<file path="config.mk">
export PLATFORM = sky130hd
export DESIGN_NAME = instr_fetch_unit
export DESIGN_NICKNAME = d
export VERILOG_FILES = /design/src/rtl/fetch_pkg.sv /design/src/rtl/instr_fetch_unit.sv
export SDC_FILE = /design/constraint.sdc
export NUM_CORES = 1
export LEC_CHECK = 0
export CORE_MARGIN = 2
export CORE_UTILIZATION = 45
export DETAILED_ROUTE_END_ITERATION = 6
export PLACE_DENSITY = 0.79
export SYNTH_ARGS = -nofsm -noshare
export SYNTH_HDL_FRONTEND = slang
export SYNTH_SLANG_ARGS = --single-unit
</file>
<file path="constraint.sdc">
create_clock -name clock -period 2.6 [get_ports clock]
set_input_delay 0.52 -clock clock [delete_from_list [all_inputs] [get_ports clock]]
set_output_delay 0.52 -clock clock [all_outputs]
set_load 0.005 [all_outputs]
</file>
<file path="src/rtl/fetch_pkg.sv">
// Shared definitions for the instruction fetch stage: FSM state encoding and
// the default imem geometry.
package fetch_pkg;

    localparam int IMEM_ADDR_W = 12;
    localparam int INSTR_W     = 32;

    typedef enum logic [1:0] {
        FILL  = 2'd0,
        RUN   = 2'd1,
        HOLD  = 2'd2,
        FLUSH = 2'd3
    } fetch_state_t;

endpackage

</file>
<file path="src/rtl/instr_fetch_unit.sv">
// Fetch stage: owns the PC, hides the 1-cycle synchronous imem latency, parks the
// current instruction in a hold register on consumer stalls and flushes one bubble on redirects.
module instr_fetch_unit
    import fetch_pkg::*;
#(
    parameter int              ADDR_W   = IMEM_ADDR_W,
    parameter int              DATA_W   = INSTR_W,
    parameter logic [ADDR_W-1:0] RESET_PC = '0
) (
    input  logic              clock,
    input  logic              reset,
    input  logic              stall,
    input  logic              redirect_valid,
    input  logic [ADDR_W-1:0] redirect_target,
    output logic [ADDR_W-1:0] address_imem,
    input  logic [DATA_W-1:0] q_imem,
    output logic              instr_valid,
    output logic [DATA_W-1:0] instr_out,
    output logic [ADDR_W-1:0] instr_pc,
    output logic [ADDR_W-1:0] instr_pc_plus1,
    output logic [31:0]       retired_count
);

    fetch_state_t      state_reg;
    logic [ADDR_W-1:0] pc_reg;
    logic [ADDR_W-1:0] inflight_pc_reg;
    logic [DATA_W-1:0] hold_reg;
    logic [31:0]       retired_reg;

    logic              accept;
    logic [ADDR_W-1:0] pc_plus1;

    assign pc_plus1 = pc_reg + ADDR_W'(1);

    // A redirect implies the consumer took the instruction it was shown, even under stall.
    assign accept = instr_valid && (!stall || redirect_valid);

    always_ff @(posedge clock) begin
        if (reset) begin
            state_reg       <= FILL;
            pc_reg          <= RESET_PC;
            inflight_pc_reg <= RESET_PC;
            hold_reg        <= '0;
            retired_reg     <= '0;
        end else begin
            if (accept) begin
                retired_reg <= retired_reg + 32'd1;
            end

            if (redirect_valid) begin
                pc_reg    <= redirect_target;
                state_reg <= FLUSH;
            end else begin
                case (state_reg)
                    FILL, FLUSH: begin
                        pc_reg          <= pc_plus1;
                        inflight_pc_reg <= pc_reg;
                        state_reg       <= RUN;
                    end
                    RUN: begin
                        if (stall) begin
                            hold_reg  <= q_imem;
                            state_reg <= HOLD;
                        end else begin
                            pc_reg          <= pc_plus1;
                            inflight_pc_reg <= pc_reg;
                        end
                    end
                    HOLD: begin
                        // imem keeps reading pc_reg, so on release its data is already current.
                        if (!stall) begin
                            pc_reg          <= pc_plus1;
                            inflight_pc_reg <= pc_reg;
                            state_reg       <= RUN;
                        end
                    end
                    default: state_reg <= FILL;
                endcase
            end
        end
    end

    always_comb begin
        instr_valid = 1'b0;
        instr_out   = '0;
        case (state_reg)
            RUN: begin
                instr_valid = 1'b1;
                instr_out   = q_imem;
            end
            HOLD: begin
                instr_valid = 1'b1;
                instr_out   = hold_reg;
            end
            default: begin
                instr_valid = 1'b0;
                instr_out   = '0;
            end
        endcase
    end

    assign address_imem   = pc_reg;
    assign instr_pc       = inflight_pc_reg;
    assign instr_pc_plus1 = inflight_pc_reg + ADDR_W'(1);
    assign retired_count  = retired_reg;

endmodule

</file>
==> impl_metrics.toml <==
[worst_hold_path]
hold_class = "register to register"

[sta]
layout_setup_ws_ns = 0.0226
worst_slew_pin_slew_ns = 0.631
period_needed_ns = 2.58
clock_skew_ns = 0.0104
fin_crit_sh_pct = 99.1
clock.fmax_ghz = 0.388
setup_violations = 0
finalSetupTns_ns = 0
rsz0062_at_grt = "yes"
slew_violations = 0
slew_headroom_pct = 58.0
hold_viol = 0

[worst_setup_path]
critPathCaptureType = "output port"
crit_chain = "and3_4 > nand3_2 > or3_1 > xnor2_1 > clkdlybuf4s50_1"
crit_arrival_ns = 2.06
critPathMaxStageDelay_ns = 0.51
start_kind = "register"
required_ns = 2.08
path_class = "register to output port"
cp_max_fo = 6
slowest_stage = "clkdlybuf4s50_1"

[grt]
first_global_vias = 4491
grt_pass1_wl_microns = 20400
met2_usage_pct = 40.5
track_usage_pct = 22.3
antenna_found_initial = 0
grt-ovfl-total = 0
grt_busiest_layer = "met2"
grt_max_degree = 61
grt_util_met1_pct = 25.4
use_met3_pct = 6.70

[synthesis]
synth_area_sq_mm = 0.00450
async_flop_share_pct = 0
seq_area_frac_synth_pct = 40.0
yosys_warnings = 0
synth_edf_count = 0
syn-instance-count = 582
synth.distinct_cells = 44
synth.net_count = 635
synthFlopType = "dfxtp_1"
syn_area_per_cell_sq_um = 7.74
ys_ff_latch = 90

[routing]
drt-pass1-iter-count = 5
vias = 4701
dr.first_iter.drc_count = 237
drt-total-wl_microns = 12600
antenna_left = 0
avgRoutedWirePerCell_microns = 14.8
vias_per_cell = 5.50
drc = 0

[floorplanning]
rows = 36
io-pin-count = 149
die_h_microns = 104
coreArea_sq_mm = 0.00973
dieWidth_microns = 104
start_util_pct = 46.3
die_area_sq_mm = 0.0108

[clock_network]
clkTransAtPathRegs_ns = 0.09
cts.sink_count = 90
cts_buffers = 9
cts_setup_buffers = 0
cts_tree = "built"
clockBufferDepth = 2
worst_skew_pair.late_latency_ns = 0.36
cts-root-buf = "clkbuf_8"
htree_levels = 3
ctsHoldBuffers = 0

[final_layout]
multi_input_area_sq_mm = 0.00248
final_cell_count_no_fill = 855
final_common_cell = "clkdlybuf4s50_1"
area_growth_pct = 42.1
fin_nets = 771
num-fill-cells = 838
ff_latch_area_sq_mm = 0.00181
antenna_cells = 0
final_cell_mix = "147 x clkdlybuf4s50_1, 107 x nand2_1, 86 x dfxtp_1"
drive_gt1_share_pct = 8.59
final_core_util_pct = 65.8

[pwr]
ir_worst_vdd_mv = 0.300
power-per-cell-area_mw_per_mm2 = 475
p_total_w = 0.00304
leakage_nw = 2.17

[flow_run]
cap_violations = 0

[placed_design]
hpwl_microns = 8920
portBuffers = 148
dpl_worst_slack_ns = 0.102
place.gp.congestion = 0.790
post-place-cells = 839

[status]
status = "complete, no violations"
[cell type report]
| class | count | share of cell area (%) |
|---|---|---|
| Inverter | 13 | 0.763 |
| Clock buffer | 10 | 1.99 |
| Timing Repair Buffer | 168 | 26.3 |
| Clock inverter | 5 | 1.25 |
| Sequential cell | 90 | 28.3 |
| Multi-Input combinational cell | 436 | 38.8 |
| Tap cell | 133 | 2.60 |
[worst max-delay path: cells and delay by family, from the launching register on]
kind,cells,cell delay [ns]
DFF,1,0.39
xor gates and xnor gates,1,0.13
and+or+nand+nor,3,0.67
buffers and inverters,1,0.51
[synth_stat cells, types with 3 or more instances]
cell type	n	area share (%)
buf_2	3	0.33
o31ai_1	7	1.2
or4_1	6	1.0
mux2_1	4	1.0
nand4_1	12	1.7
a21oi_1	63	7.0
and4_1	4	0.78
xor2_1	10	1.9
nor2b_1	13	1.8
or3_1	7	0.97
nor3_1	11	1.2
xnor2_1	15	2.9
ha_1	5	1.4
dfxtp_1	90	40
nand3_1	18	2.0
mux2_2	7	1.8
nor4_1	5	0.69
nor2_1	64	5.3
inv_1	13	1.1
clkbuf_1	35	2.9
a211oi_1	9	1.5
o21ai_0	11	1.2
a22oi_1	32	5.3
nand2_1	107	8.9
and3_1	3	0.42
[logic make-up after synthesis]
| kind of cell | count (synthesis) | share of synthesized area, % |
|---|---|---|
| adder cells (fa/ha/maj) | 5 | 1.39 |
| AO/OA/AOI/OAI | 126 | 17.0 |
| flip-flops | 90 | 40.0 |
| AND/OR/NAND/NOR | 267 | 28.0 |
| buffers and inverters | 56 | 5.61 |
| XOR/XNOR | 25 | 4.86 |
| multiplexers | 13 | 3.20 |
[layer usage]
layer  up-vias  wire, microns
met3        13            822
met5         -              0
met4         0            141
met1      2250           5300
li1       2299              -
met2       139           6380
[report_power, final]
| group | switching [W] | internal [W] | total [W] |
|---|---|---|---|
| Sequential | 0.0000501 | 0.00142 | 0.00147 |
| Combinational | 0.000250 | 0.000291 | 0.000542 |
| Clock | 0.000489 | 0.000535 | 0.00102 |
| Total | 0.000789 | 0.00225 | 0.00304 |
[final timing paths]
kind,from,endpoint,slack (ns),depth (start not counted)
min reg2reg,hold_reg[7]$_SDFFE_PP0P_,hold_reg[7]$_SDFFE_PP0P_,0.46,2
max,instr_pc[3]$_SDFFE_PP0P_,instr_pc_plus1[9],0.02,5
max reg2reg,retired_count[13]$_SDFFE_PP0P_,retired_count[30]$_SDFFE_PP0P_,0.32,4
min,hold_reg[7]$_SDFFE_PP0P_,hold_reg[7]$_SDFFE_PP0P_,0.46,2
[per-stage QoR]
step / hold slack [ns] / area (sq um)
after detailed placement: 0.449 / 6110
after floorplan: 0.433 / 4500
after global placement: 0.442 / 6110
final: 0.455 / 6400
after global routing: 0.481 / 6400
after CTS: 0.460 / 6340
[repair_timing]
item	CTS	global route
cloned	0	1
setup endpoints to repair	5	26
hold endpoints to repair	0	0
gates resized for setup	7	9
pin swaps	0	0
No activity file was read; power rests on OpenSTA's default activity.
